<file path="src/rtl/dmem_arb_pkg.sv">
// dmem_arb_pkg: shared types and default widths for the data-memory arbiter
package dmem_arb_pkg;
    localparam int ADDR_W_DEF = 8;
    localparam int DATA_W_DEF = 16;
    typedef enum logic [1:0] {IDLE, ACCESS, DONE} state_t;
    typedef enum logic {PORT_A, PORT_B} port_t;
endpackage

</file>
<file path="src/rtl/dmem_rr_pick.sv">
// dmem_rr_pick: two-input round-robin pick; on a tie the port that did not win last time is chosen
module dmem_rr_pick
    import dmem_arb_pkg::*;
(
    input  logic  a_req,
    input  logic  b_req,
    input  port_t last_winner,
    output logic  grant_valid,
    output port_t grant_id
);
    // single requester wins outright, a tie goes to the port that is not last_winner
    always_comb begin
        grant_valid = a_req | b_req;
        grant_id    = (a_req && b_req) ? ((last_winner == PORT_A) ? PORT_B : PORT_A)
                                       : (b_req ? PORT_B : PORT_A);
    end
endmodule

</file>
<file path="src/rtl/dmem_arbiter.sv">
// dmem_arbiter: shares the data-memory port between ports A and B; optional bounds check via DMEM_ARB_BOUNDS_CHK_EN
module dmem_arbiter
    import dmem_arb_pkg::*;
#(
    parameter int ADDR_W    = ADDR_W_DEF,
    parameter int DATA_W    = DATA_W_DEF,
    parameter int MEM_DEPTH = 10
) (
    input  logic              clk,
    input  logic              rst,
    input  logic              a_req,
    input  logic              a_we,
    input  logic [ADDR_W-1:0] a_addr,
    input  logic [DATA_W-1:0] a_wdata,
    output logic              a_ack,
    output logic [DATA_W-1:0] a_rdata,
    output logic              a_err,
    input  logic              b_req,
    input  logic              b_we,
    input  logic [ADDR_W-1:0] b_addr,
    input  logic [DATA_W-1:0] b_wdata,
    output logic              b_ack,
    output logic [DATA_W-1:0] b_rdata,
    output logic              b_err,
    output logic [ADDR_W-1:0] mem_address,
    output logic [DATA_W-1:0] mem_datain,
    output logic              mem_load,
    output logic              mem_store,
    input  logic [DATA_W-1:0] mem_dataout
);
    state_t            state, state_n;
    port_t             last_winner, owner, grant_id;
    logic              grant_valid, l_we, in_range;
    logic [ADDR_W-1:0] l_addr;
    logic [DATA_W-1:0] l_wdata;

    dmem_rr_pick u_pick (
        .a_req       (a_req),
        .b_req       (b_req),
        .last_winner (last_winner),
        .grant_valid (grant_valid),
        .grant_id    (grant_id)
    );

`ifdef DMEM_ARB_BOUNDS_CHK_EN
    logic l_oor;
    // remember whether the granted address lies beyond the implemented words
    always_ff @(posedge clk or posedge rst)
        if (rst)
            l_oor <= 1'b0;
        else if (state == IDLE && grant_valid)
            l_oor <= ((grant_id == PORT_B) ? b_addr : a_addr) >= ADDR_W'(MEM_DEPTH);
    assign in_range = !l_oor;
    assign a_err    = a_ack & l_oor;
    assign b_err    = b_ack & l_oor;
`else
    assign in_range = 1'b1;
    assign a_err    = 1'b0;
    assign b_err    = 1'b0;
`endif

    // state register, grant latch and per-port read-data capture
    always_ff @(posedge clk or posedge rst)
        if (rst) begin
            state       <= IDLE;
            last_winner <= PORT_B;
            owner       <= PORT_A;
            l_we        <= 1'b0;
            l_addr      <= '0;
            l_wdata     <= '0;
            a_rdata     <= '0;
            b_rdata     <= '0;
        end else begin
            state <= state_n;
            if (state == IDLE && grant_valid) begin
                owner       <= grant_id;
                last_winner <= grant_id;
                l_we        <= (grant_id == PORT_B) ? b_we : a_we;
                l_addr      <= (grant_id == PORT_B) ? b_addr : a_addr;
                l_wdata     <= (grant_id == PORT_B) ? b_wdata : a_wdata;
            end
            if (mem_load && owner == PORT_A)
                a_rdata <= mem_dataout;
            if (mem_load && owner == PORT_B)
                b_rdata <= mem_dataout;
        end

    // IDLE -> ACCESS on a grant, ACCESS -> DONE -> IDLE unconditionally
    always_comb begin
        state_n = (state == IDLE) ? (grant_valid ? ACCESS : IDLE)
                                  : ((state == ACCESS) ? DONE : IDLE);
    end

    // memory strobes only in ACCESS; acks only in DONE for the owner
    always_comb begin
        mem_load  = (state == ACCESS) && !l_we && in_range;
        mem_store = (state == ACCESS) && l_we && in_range;
        a_ack     = (state == DONE) && (owner == PORT_A);
        b_ack     = (state == DONE) && (owner == PORT_B);
    end

    assign mem_address = l_addr;
    assign mem_datain  = l_wdata;
endmodule

</file>
<file path="config.mk">
export PLATFORM = sky130hd
export DESIGN_NAME = dmem_arbiter
export DESIGN_NICKNAME = d
export VERILOG_FILES = /design/src/rtl/dmem_arb_pkg.sv /design/src/rtl/dmem_rr_pick.sv /design/src/rtl/dmem_arbiter.sv
export SDC_FILE = /design/constraint.sdc
export NUM_CORES = 1
export LEC_CHECK = 0
export CORE_MARGIN = 2
export CORE_UTILIZATION = 41
export DETAILED_ROUTE_END_ITERATION = 10
export HOLD_SLACK_MARGIN = 0.05
export PLACE_DENSITY = 0.83
export SYNTH_ARGS = -nofsm -noshare
export SYNTH_HDL_FRONTEND = slang
export SYNTH_SLANG_ARGS = --single-unit
export TNS_END_PERCENT = 20
</file>
<file path="constraint.sdc">
create_clock -name clk -period 2.3 [get_ports clk]
set_input_delay 0.575 -clock clk [delete_from_list [all_inputs] [get_ports clk]]
set_output_delay 0.575 -clock clk [all_outputs]
set_load 0.05 [all_outputs]
</file>
After elaboration in Yosys (flattened, before gate mapping)
Cells that the tools add are included.

Register bits after elaboration: 61. Bits of input ports: 70. Output and inout bits: 62. Word-level logic and storage cells: 31.

Equality and inequality tests: 2. Multiplexer cells: 9. Bitwise gates (word level): 2. Reductions and logical operators: 10.

Operators by type and width (number): $mux 16 (1); $logic_and 1x1->1 (8); $mux 8 (1); $mux 1 (5); $mux 2 (2); $eq 2x1->1 const B (1); $eq 2x2->1 const B (1); $logic_not 2->1 (1); $logic_not 1->1 (1); $not 1->1 (1); $or 1x1->1 (1).

Logic depth before layout (Yosys ltp)
Gate-level depths: netlist of run 1.

Word-level depth: 3. Mapped depth: 5. Gate-level depth less buffers: 3.

Modules after synthesis
A second synthesis of run 1 with hierarchy kept.

Cells, all modules: 168. Area total of the unflattened synthesis: 2661.3 sq um.

By module, submodules not included: dmem_arbiter (instances 1, cells each 166, area an instance 2647.5 sq um, sequential area each 1527.7 sq um); dmem_rr_pick (instances 1, cells each 2, area an instance 13.8 sq um, sequential area each 0.0 sq um).

Least setup slack after synthesis of run 1
OpenSTA, ideal clock, no wires.

Path type: flip-flop to output port. Start point: register state[1]. End point: output a_ack. Arrival time: 1.575 ns. Data required time: 1.725 ns. Path slack: 0.150 ns. Cell stages (with the launch flop): 2. Path buffers: 0. Cell sequence: dfrtp_1 -> nor3b_1.

Cells in the longest elaborated chain, start to end: 2.

RTL lines: start, declared (line dmem_arbiter.sv:31) `state_t state, state_n;`; start signal, assigned (line dmem_arbiter.sv:74) `state <= state_n;`; $eq 2x2->1 (line dmem_arbiter.sv:98) `a_ack = (state == DONE) && (owner == PORT_A);`; $logic_and 1x1->1 (line dmem_arbiter.sv:98); end, declared (line dmem_arbiter.sv:15) `output logic a_ack,`.

Every way passes these cells.

Worst setup path after layout of run 1
Start point: register l_addr[6] (netlist: mem_address[6]). End point: output mem_address[6].

RTL lines: start, declared (line dmem_arbiter.sv:34) `logic [ADDR_W-1:0] l_addr;`; start signal, assigned (line dmem_arbiter.sv:79) `l_addr <= (grant_id == PORT_B) ? b_addr : a_addr;`; end, declared (line dmem_arbiter.sv:25) `output logic [ADDR_W-1:0] mem_address,`.

No word-level cell between the ends.

==> summary.txt, run 1 <==
CRITICAL PATH
-------------------------------------------------------------------------------------
Type of element launching the critical path ............................    flip-flop
Critical path start-end classification .................................      reg2out
Critical path's top delay family ....................................... buffers and inverters
Series of cell instances along the critical path ....................... clkdlybuf4s50_1
Buf+Inv Stages, Crit Path ..............................................            1
Endpoint kind of the worst setup timing path ........................... primary output
Required arrival time at the worst endpoint ............................      1.73 ns
Slack of the worst reg-to-reg path .....................................      0.65 ns
WP data arrival ........................................................      1.49 ns
Critical-path top delay cell ........................................... clkdlybuf4s50_1
Worst stage delay on the critical path .................................      0.84 ns
Maximum fanout along the worst path ....................................            2

GLOBAL ROUTE
-------------------------------------------------------------------------------------
Initial antenna violation count ........................................            0
Maximum number of pins on one net before global-route repair ...........           62
Global-route wire length before repair .................................      9549 µm
Global-route congestion overflow total .................................            0
Overall fraction of global-route tracks in use .........................       16.76%
Number of global-route vias before repair ..............................        2,040

CLOCKING
-------------------------------------------------------------------------------------
Hold buffers post-CTS ..................................................            0
Sinks on the clock net .................................................           61
Maximum number of buffers from clock root to sink ......................            2
Clk pin slew, worst setup/hold paths ...................................      0.06 ns
Root buf cell ..........................................................     clkbuf_8
TritonCTS buffer count .................................................            9
CTS tree ...............................................................         done
Clock latency on the worst-skew pair ...................................      0.32 ns
CTS HTree Levels .......................................................            3
Post-cts resize count ..................................................            0
Post-CTS Setup Bufs ....................................................            0

SYNTHESIS
-------------------------------------------------------------------------------------
Yosys warning total ....................................................            0
Post-synth top flop ....................................................      dfrtp_1
Most instantiated cells after synthesis ................................ 63 x mux2_2, 60 x dfrtp_1, 19 x mux2_4
Post-synthesis cell type count .........................................           22
Post-Synthesis Mean Instance Area ......................................    15.95 µm²
Cell with the most instances after synthesis ...........................       mux2_2
Synthesized area .......................................................     2728 µm²
Number of synthesized register bits ....................................           61
Cell type with the highest aggregate area in the netlist ...............      dfrtp_1
Share of flip-flops with an asynchronous set or reset after synthesis ..       100.0%
Part of the Yosys area used for sequential elements ....................       56.01%
Gate count of the mapped netlist .......................................          171
EDFF count, synth ......................................................            0
Largest cells by area after synthesis .................................. dfrtp_1 55%, mux2_2 26%, mux2_4 10%, buf_4 1.4%, buf_8 1.1%
Fraction of post-synthesis cell area in the top cell type by area ......       55.05%

DRT
-------------------------------------------------------------------------------------
Number of remaining DRC errors .........................................            0
Number of vias in the routed layout ....................................        1,860
Count of antenna-violating nets left after detailed routing ............            0
Count of routing violations after the opening detailed-route iteration .           31
Routed WL per cell .....................................................     15.05 µm
Mean number of vias per cell ...........................................        4.769
Number of iterations in the first detailed-routing pass ................            4
Overall routed net length ..............................................      5869 µm

POWER
-------------------------------------------------------------------------------------
Sequential group share of total power ..................................        27.3%
Post-route total power .................................................     7.073 mW
IR Drop Worst-Case VDD .................................................    0.9881 mV
Internal ...............................................................     3.836 mW
Clock power frac .......................................................        12.0%
Switching part of the total ............................................       45.77%
Leakage dissipation ....................................................     1.858 nW
Fraction of power consumed by combinational cells ......................        60.6%
PD cells ...............................................................  1644 nW/µm²
Net load switching power ...............................................     3.237 mW

FINAL LAYOUT
-------------------------------------------------------------------------------------
Number of nets in the layout ...........................................          379
Antenna diode count ....................................................            0
Share of post-route cells with drive strength above 1 ..................       35.46%
Final instance count without filler cells ..............................          390
Fraction of the core area covered by cells at the end of the flow ......       67.38%
Area grow syn2layout ...................................................       57.75%
Post-Layout Inst Area ..................................................     4303 µm²

TIMING
-------------------------------------------------------------------------------------
Slew @ Worst Pin .......................................................    0.5456 ns
Hold Worst Slack .......................................................    0.5043 ns
Shortest period the worst path allows ..................................     2.069 ns
Period utilization .....................................................       89.97%
Number of slew-limit violations in the final report ....................            0
Highest attainable clock frequency .....................................    483.3 MHz
Number of hold-slack violations in the final timing report .............            0
Setup total negative slack .............................................         0 ns
Relative slew slack ....................................................       63.51%
Worst Skew .............................................................  0.004704 ns
Unrepaired setup endpoints after global routing ........................           no
Final setup violation count ............................................            0
Least setup slack across all paths after layout ........................    0.2307 ns

DIE
-------------------------------------------------------------------------------------
Die area ...............................................................     7321 µm²
Horizontal extent of the die ...........................................     85.57 µm
DIE HEIGHT .............................................................     85.57 µm
Std cell rows ..........................................................           29
Effective utilization at floorplan .....................................       42.71%
IO Count ...............................................................          132
Core box area ..........................................................     6386 µm²

MIN PATH
-------------------------------------------------------------------------------------
Path type of the worst min-delay path ..................................      reg2reg

PLACED DESIGN
-------------------------------------------------------------------------------------
Final weighted congestion in routability-driven placement ..............       0.6956
Placed cell area .......................................................     4125 µm²
Quantity of I/O buffers inserted on ports ..............................          129
Setup WS pre-CTS .......................................................   0.06388 ns
Placed cell count ......................................................          375
Half-perimeter wire length of the detailed placement result ............      4342 µm

STATUS
-------------------------------------------------------------------------------------
Run status ............................................................. finished, final reports clean

JOB
-------------------------------------------------------------------------------------
Max-cap violations .....................................................            0

[power by group through the flow]
stage | Sequential (mW) | Combinational [mW] | Clock [mW]
2_1_floorplan | 3.69 | 1.14 | 0
3_3_place_gp | 1.92 | 4.29 | 0
3_5_place_dp | 1.95 | 4.33 | 0
4_1_cts | 1.94 | 4.34 | 0.878
5_1_grt | 2.01 | 4.47 | 0.930
6_report | 1.93 | 4.29 | 0.852
[cells by family (layout without fill, tap and decap cells)]
group | after synthesis | after routing | share of synthesized area [%]
AO/OA/AOI/OAI | 5 | 5 | 1.376
multiplexers | 82 | 82 | 36.47
flip-flops | 61 | 61 | 56.01
AND/OR/NAND/NOR | 9 | 9 | 2.293
buffers and inverters | 13 | 154 | 3.716
other | 1 | 2 | 0.1375
[layout by cell type, fill, tap and decap left out]
cell type / n
nor2_1: 1
inv_1: 1
nor3b_2: 1
nor2b_1: 2
conb_1: 2
dfstp_2: 1
clkbuf_1: 2
and2_1: 2
a21oi_1: 1
mux2_4: 19
mux2_2: 63
o21ai_2: 1
buf_12: 4
clkinv_2: 1
a21o_1: 1
nor3_1: 1
and3b_1: 1
clkbuf_8: 12
dfrtp_1: 60
a21bo_1: 1
nor3b_1: 1
clkdlybuf4s50_1: 125
buf_4: 8
a31oi_1: 1
inv_2: 1
[flip-flops by register name, summed over array words and instances, names as in the netlist]
| signal | flops |
|---|---|
| a_rdata | 16 |
| mem_address | 8 |
| l_we | 1 |
| mem_datain | 16 |
| state | 2 |
| owner | 1 |
| last_winner | 1 |
| b_rdata | 16 |
[routing by layer]
layer / GRT usage, % / share of wire (%) / vias up
li1: - / - / 880
met3: 5.679 / 8.7 / 7
met1: 18.91 / 38 / 896
met4: 6.494 / 1.1 / 0
met2: 29.26 / 52 / 77
met5: 0 / 0 / -
[layout make-up]
class	instances	area (µm²)
inverter	2	7.507
timing repair buffer	137	1391
clock buffer	14	172.7
sequential	61	1528
tap	77	96.34
fill	486	2083
clock inverter	1	5.005
multi-input combinational	98	1102
[path summary, 6_finish.rpt]
check / start / endpoint / cells past startpoint
max: mem_address[6] / mem_address[6] / 1
min: b_rdata[15] / b_rdata[15] / 1
max reg2reg: last_winner / mem_datain[1] / 4
min reg2reg: b_rdata[15] / b_rdata[15] / 1
max in group asynchronous: rst / last_winner / 3
min in group asynchronous: rst / mem_datain[12] / 3
Note: power is estimated with default switching activity, not from simulation.
==> run 2, diff against run 1 <==
CTS_CLUSTER_SIZE = 16   (was default)
==> results of run 2 <==
No change in the layout: final DEF, timing and power equal those of run 1.
==> run 3, diff against run 2 <==
CORE_UTILIZATION = 40   (was 41)
PLACE_DENSITY = 0.82   (was 0.83)
SYNTH_HIERARCHICAL = 1   (was default)
==> run 3 against run 2 <==
Net effect:
- cell count is 0.26% lower
- maximum frequency decreased by 0.88%
- via count increased by 1.7%
- synthesized cell count shrank 1.8%
- clock power rose by 36%
- flip-flop and latch count unchanged
==> summary.txt, run 3 <==
DIE
-------------------------------------------------------------------------------------
Horizontal extent of the die ...........................................     85.57 µm   unchanged
IO Count ...............................................................          132   unchanged
Core box area ..........................................................     6386 µm²   unchanged
DIE HEIGHT .............................................................     85.57 µm   unchanged
Die area ...............................................................     7321 µm²   unchanged
Std cell rows ..........................................................           29   unchanged
Effective utilization at floorplan .....................................       41.67%   was 42.71%

SYNTHESIS
-------------------------------------------------------------------------------------
Post-synthesis cell type count .........................................           17   was 22
Fraction of post-synthesis cell area in the top cell type by area ......       56.42%   was 55.05%
EDFF count, synth ......................................................            0   unchanged
Cell with the most instances after synthesis ...........................       mux2_2   unchanged
Largest cells by area after synthesis .................................. dfrtp_1 56%, mux2_2 36%, buf_6 1.3%, buf_4 1.1%, dfstp_2 0.99%   was dfrtp_1 55%, mux2_2 26%, mux2_4 10%, buf_4 1.4%, buf_8 1.1%
Most instantiated cells after synthesis ................................ 84 x mux2_2, 60 x dfrtp_1, 4 x buf_2, 4 x buf_4, 3 x buf_6   was 63 x mux2_2, 60 x dfrtp_1, 19 x mux2_4
Number of synthesized register bits ....................................           61   unchanged
Cell type with the highest aggregate area in the netlist ...............      dfrtp_1   unchanged
Part of the Yosys area used for sequential elements ....................       57.40%   was 56.01%
Post-Synthesis Mean Instance Area ......................................    15.84 µm²   was 15.95 µm²
Synthesized area .......................................................     2661 µm²   was 2728 µm²
Share of flip-flops with an asynchronous set or reset after synthesis ..       100.0%   unchanged
Gate count of the mapped netlist .......................................          168   was 171
Yosys warning total ....................................................            6   was 0
Post-synth top flop ....................................................      dfrtp_1   unchanged

PLACED DESIGN
-------------------------------------------------------------------------------------
Placed cell area .......................................................     4085 µm²   was 4125 µm²
Quantity of I/O buffers inserted on ports ..............................          129   unchanged
Setup WS pre-CTS .......................................................   0.08333 ns   was 0.06388 ns
Half-perimeter wire length of the detailed placement result ............      4875 µm   was 4342 µm
Final weighted congestion in routability-driven placement ..............       0.6988   was 0.6956

FINAL LAYOUT
-------------------------------------------------------------------------------------
Share of post-route cells with drive strength above 1 ..................       38.46%   was 35.46%
Area taken by multi-input logic gates ..................................     1059 µm²   was 1102 µm²
Number of nets in the layout ...........................................          377   was 379
Final-layout fill cell count ...........................................          477   was 486
Fraction of the core area covered by cells at the end of the flow ......       67.83%   was 67.38%
Sequential cell area in the final layout ...............................     1528 µm²   unchanged
Most frequent cells in the layout ...................................... 125 x clkdlybuf4s50_1, 84 x mux2_2, 60 x dfrtp_1   was 125 x clkdlybuf4s50_1, 63 x mux2_2, 60 x dfrtp_1
Most common cell after layout, fill and taps aside ..................... clkdlybuf4s50_1   unchanged
Area grow syn2layout ...................................................       62.76%   was 57.75%
Post-Layout Inst Area ..................................................     4332 µm²   was 4303 µm²
Antenna diode count ....................................................            0   unchanged

DRT
-------------------------------------------------------------------------------------
Overall routed net length ..............................................      6415 µm   was 5869 µm
Count of routing violations after the opening detailed-route iteration .           28   was 31
Number of remaining DRC errors .........................................            0   unchanged
Routed WL per cell .....................................................     16.49 µm   was 15.05 µm
Number of vias in the routed layout ....................................        1,891   was 1,860
Count of antenna-violating nets left after detailed routing ............            0   unchanged
Number of iterations in the first detailed-routing pass ................            2   was 4
Mean number of vias per cell ...........................................        4.861   was 4.769

CLOCKING
-------------------------------------------------------------------------------------
CTS tree ...............................................................         done   unchanged
Root buf cell ..........................................................     clkbuf_8   unchanged
Post-cts resize count ..................................................            0   unchanged
Post-CTS Setup Bufs ....................................................            0   unchanged
Clk pin slew, worst setup/hold paths ...................................      0.07 ns   was 0.06 ns
Hold buffers post-CTS ..................................................            0   unchanged
Maximum number of buffers from clock root to sink ......................            2   unchanged
CTS HTree Levels .......................................................            3   unchanged
TritonCTS buffer count .................................................            9   unchanged
Sinks on the clock net .................................................           61   unchanged
Clock latency on the worst-skew pair ...................................      0.34 ns   was 0.32 ns

CRITICAL PATH
-------------------------------------------------------------------------------------
Critical path's top delay family ....................................... buffers and inverters   unchanged
Slack of the worst reg-to-reg path .....................................      0.78 ns   was 0.65 ns
Worst stage delay on the critical path .................................      0.82 ns   was 0.84 ns
Type of element launching the critical path ............................    flip-flop   unchanged
Buf+Inv Stages, Crit Path ..............................................            1   unchanged
Series of cell instances along the critical path ....................... clkdlybuf4s50_1   unchanged
Critical path start-end classification .................................      reg2out   unchanged
Endpoint kind of the worst setup timing path ........................... primary output   unchanged
Maximum fanout along the worst path ....................................            2   unchanged
Required arrival time at the worst endpoint ............................      1.73 ns   about the same
Critical-path top delay cell ........................................... clkdlybuf4s50_1   unchanged
WP data arrival ........................................................      1.51 ns   was 1.49 ns

POWER
-------------------------------------------------------------------------------------
Leakage dissipation ....................................................     1.779 nW   was 1.858 nW
IR Drop Worst-Case VDD .................................................     1.073 mV   was 0.9881 mV
PD cells ...............................................................  1702 nW/µm²   was 1644 nW/µm²

TIMING
-------------------------------------------------------------------------------------
Number of slew-limit violations in the final report ....................            0   unchanged
Setup total negative slack .............................................         0 ns   unchanged
Relative slew slack ....................................................       63.68%   was 63.51%
Final setup violation count ............................................            0   unchanged
Number of hold-slack violations in the final timing report .............            0   unchanged
Least setup slack across all paths after layout ........................    0.2123 ns   was 0.2307 ns
Shortest period the worst path allows ..................................     2.088 ns   was 2.069 ns
Hold Worst Slack .......................................................    0.5069 ns   was 0.5043 ns
Highest attainable clock frequency .....................................    479.0 MHz   was 483.3 MHz
Unrepaired setup endpoints after global routing ........................           no   unchanged
Slew @ Worst Pin .......................................................    0.5432 ns   was 0.5456 ns
Period utilization .....................................................       90.77%   was 89.97%
Worst Skew .............................................................  0.009487 ns   was 0.004704 ns

STATUS
-------------------------------------------------------------------------------------
Run status ............................................................. finished, final reports clean   unchanged

GLOBAL ROUTE
-------------------------------------------------------------------------------------
Maximum number of pins on one net before global-route repair ...........           23   was 62
Global-route wire length before repair .................................    10,590 µm   was 9549 µm
Global-route congestion overflow total .................................            0   unchanged
Overall fraction of global-route tracks in use .........................       18.76%   was 16.76%
Initial antenna violation count ........................................            0   unchanged
Number of global-route vias before repair ..............................        2,177   was 2,040

MIN PATH
-------------------------------------------------------------------------------------
Path type of the worst min-delay path ..................................      reg2reg   unchanged

JOB
-------------------------------------------------------------------------------------
Max-cap violations .....................................................            0   unchanged

-- run 3: metal layers --
layer	wire, µm	vias up	global-route usage (%)
li1	-	872	-
met4	150	0	8.947
met5	0	-	0
met1	2383	946	20.79
met2	3542	61	33.66
met3	338	12	4.620
-- run 3: through the flow --
step / cells / power, mW
5_1_grt: 389 / 7.693
6_report: 389 / 7.371
3_3_place_gp: 373 / 6.187
4_1_cts: 389 / 7.450
3_5_place_dp: 373 / 6.264
2_1_floorplan: 169 / 4.775
-- run 3: worst paths after layout --
path | end | startpoint | cells past startpoint
worst max-delay path | a_rdata[9] | a_rdata[9] | 1
worst min register to register | mem_datain[12] | mem_datain[12] | 1
max in group asynchronous | a_rdata[13] | rst | 3
worst min-delay path | mem_datain[12] | mem_datain[12] | 1
min in group asynchronous | mem_datain[5] | rst | 2
worst max register to register | mem_datain[10] | last_winner | 4
-- run 3: power by group --
| group | internal (mW) | switching (mW) | leakage (nW) |
|---|---|---|---|
| logic | 1.72 | 2.54 | 0.940 |
| clock network | 0.725 | 0.439 | 0.116 |
| registers | 1.63 | 0.323 | 0.723 |
-- run 3: cell families after synthesis --
family,synth area share (%)
simple gates,3.338
buf+inv,3.291
flops,57.40
mux,35.54
compound gates,0.2822
other cells,0.1409
-- run 3: layout make-up --
class	count	share of cell area [%]
tap	77	2.224
inverter	1	0.08666
sequential	61	35.27
clock buffer	9	2.860
multi-input combinational	96	24.44
timing repair buffer	138	32.29
clock inverter	7	2.831
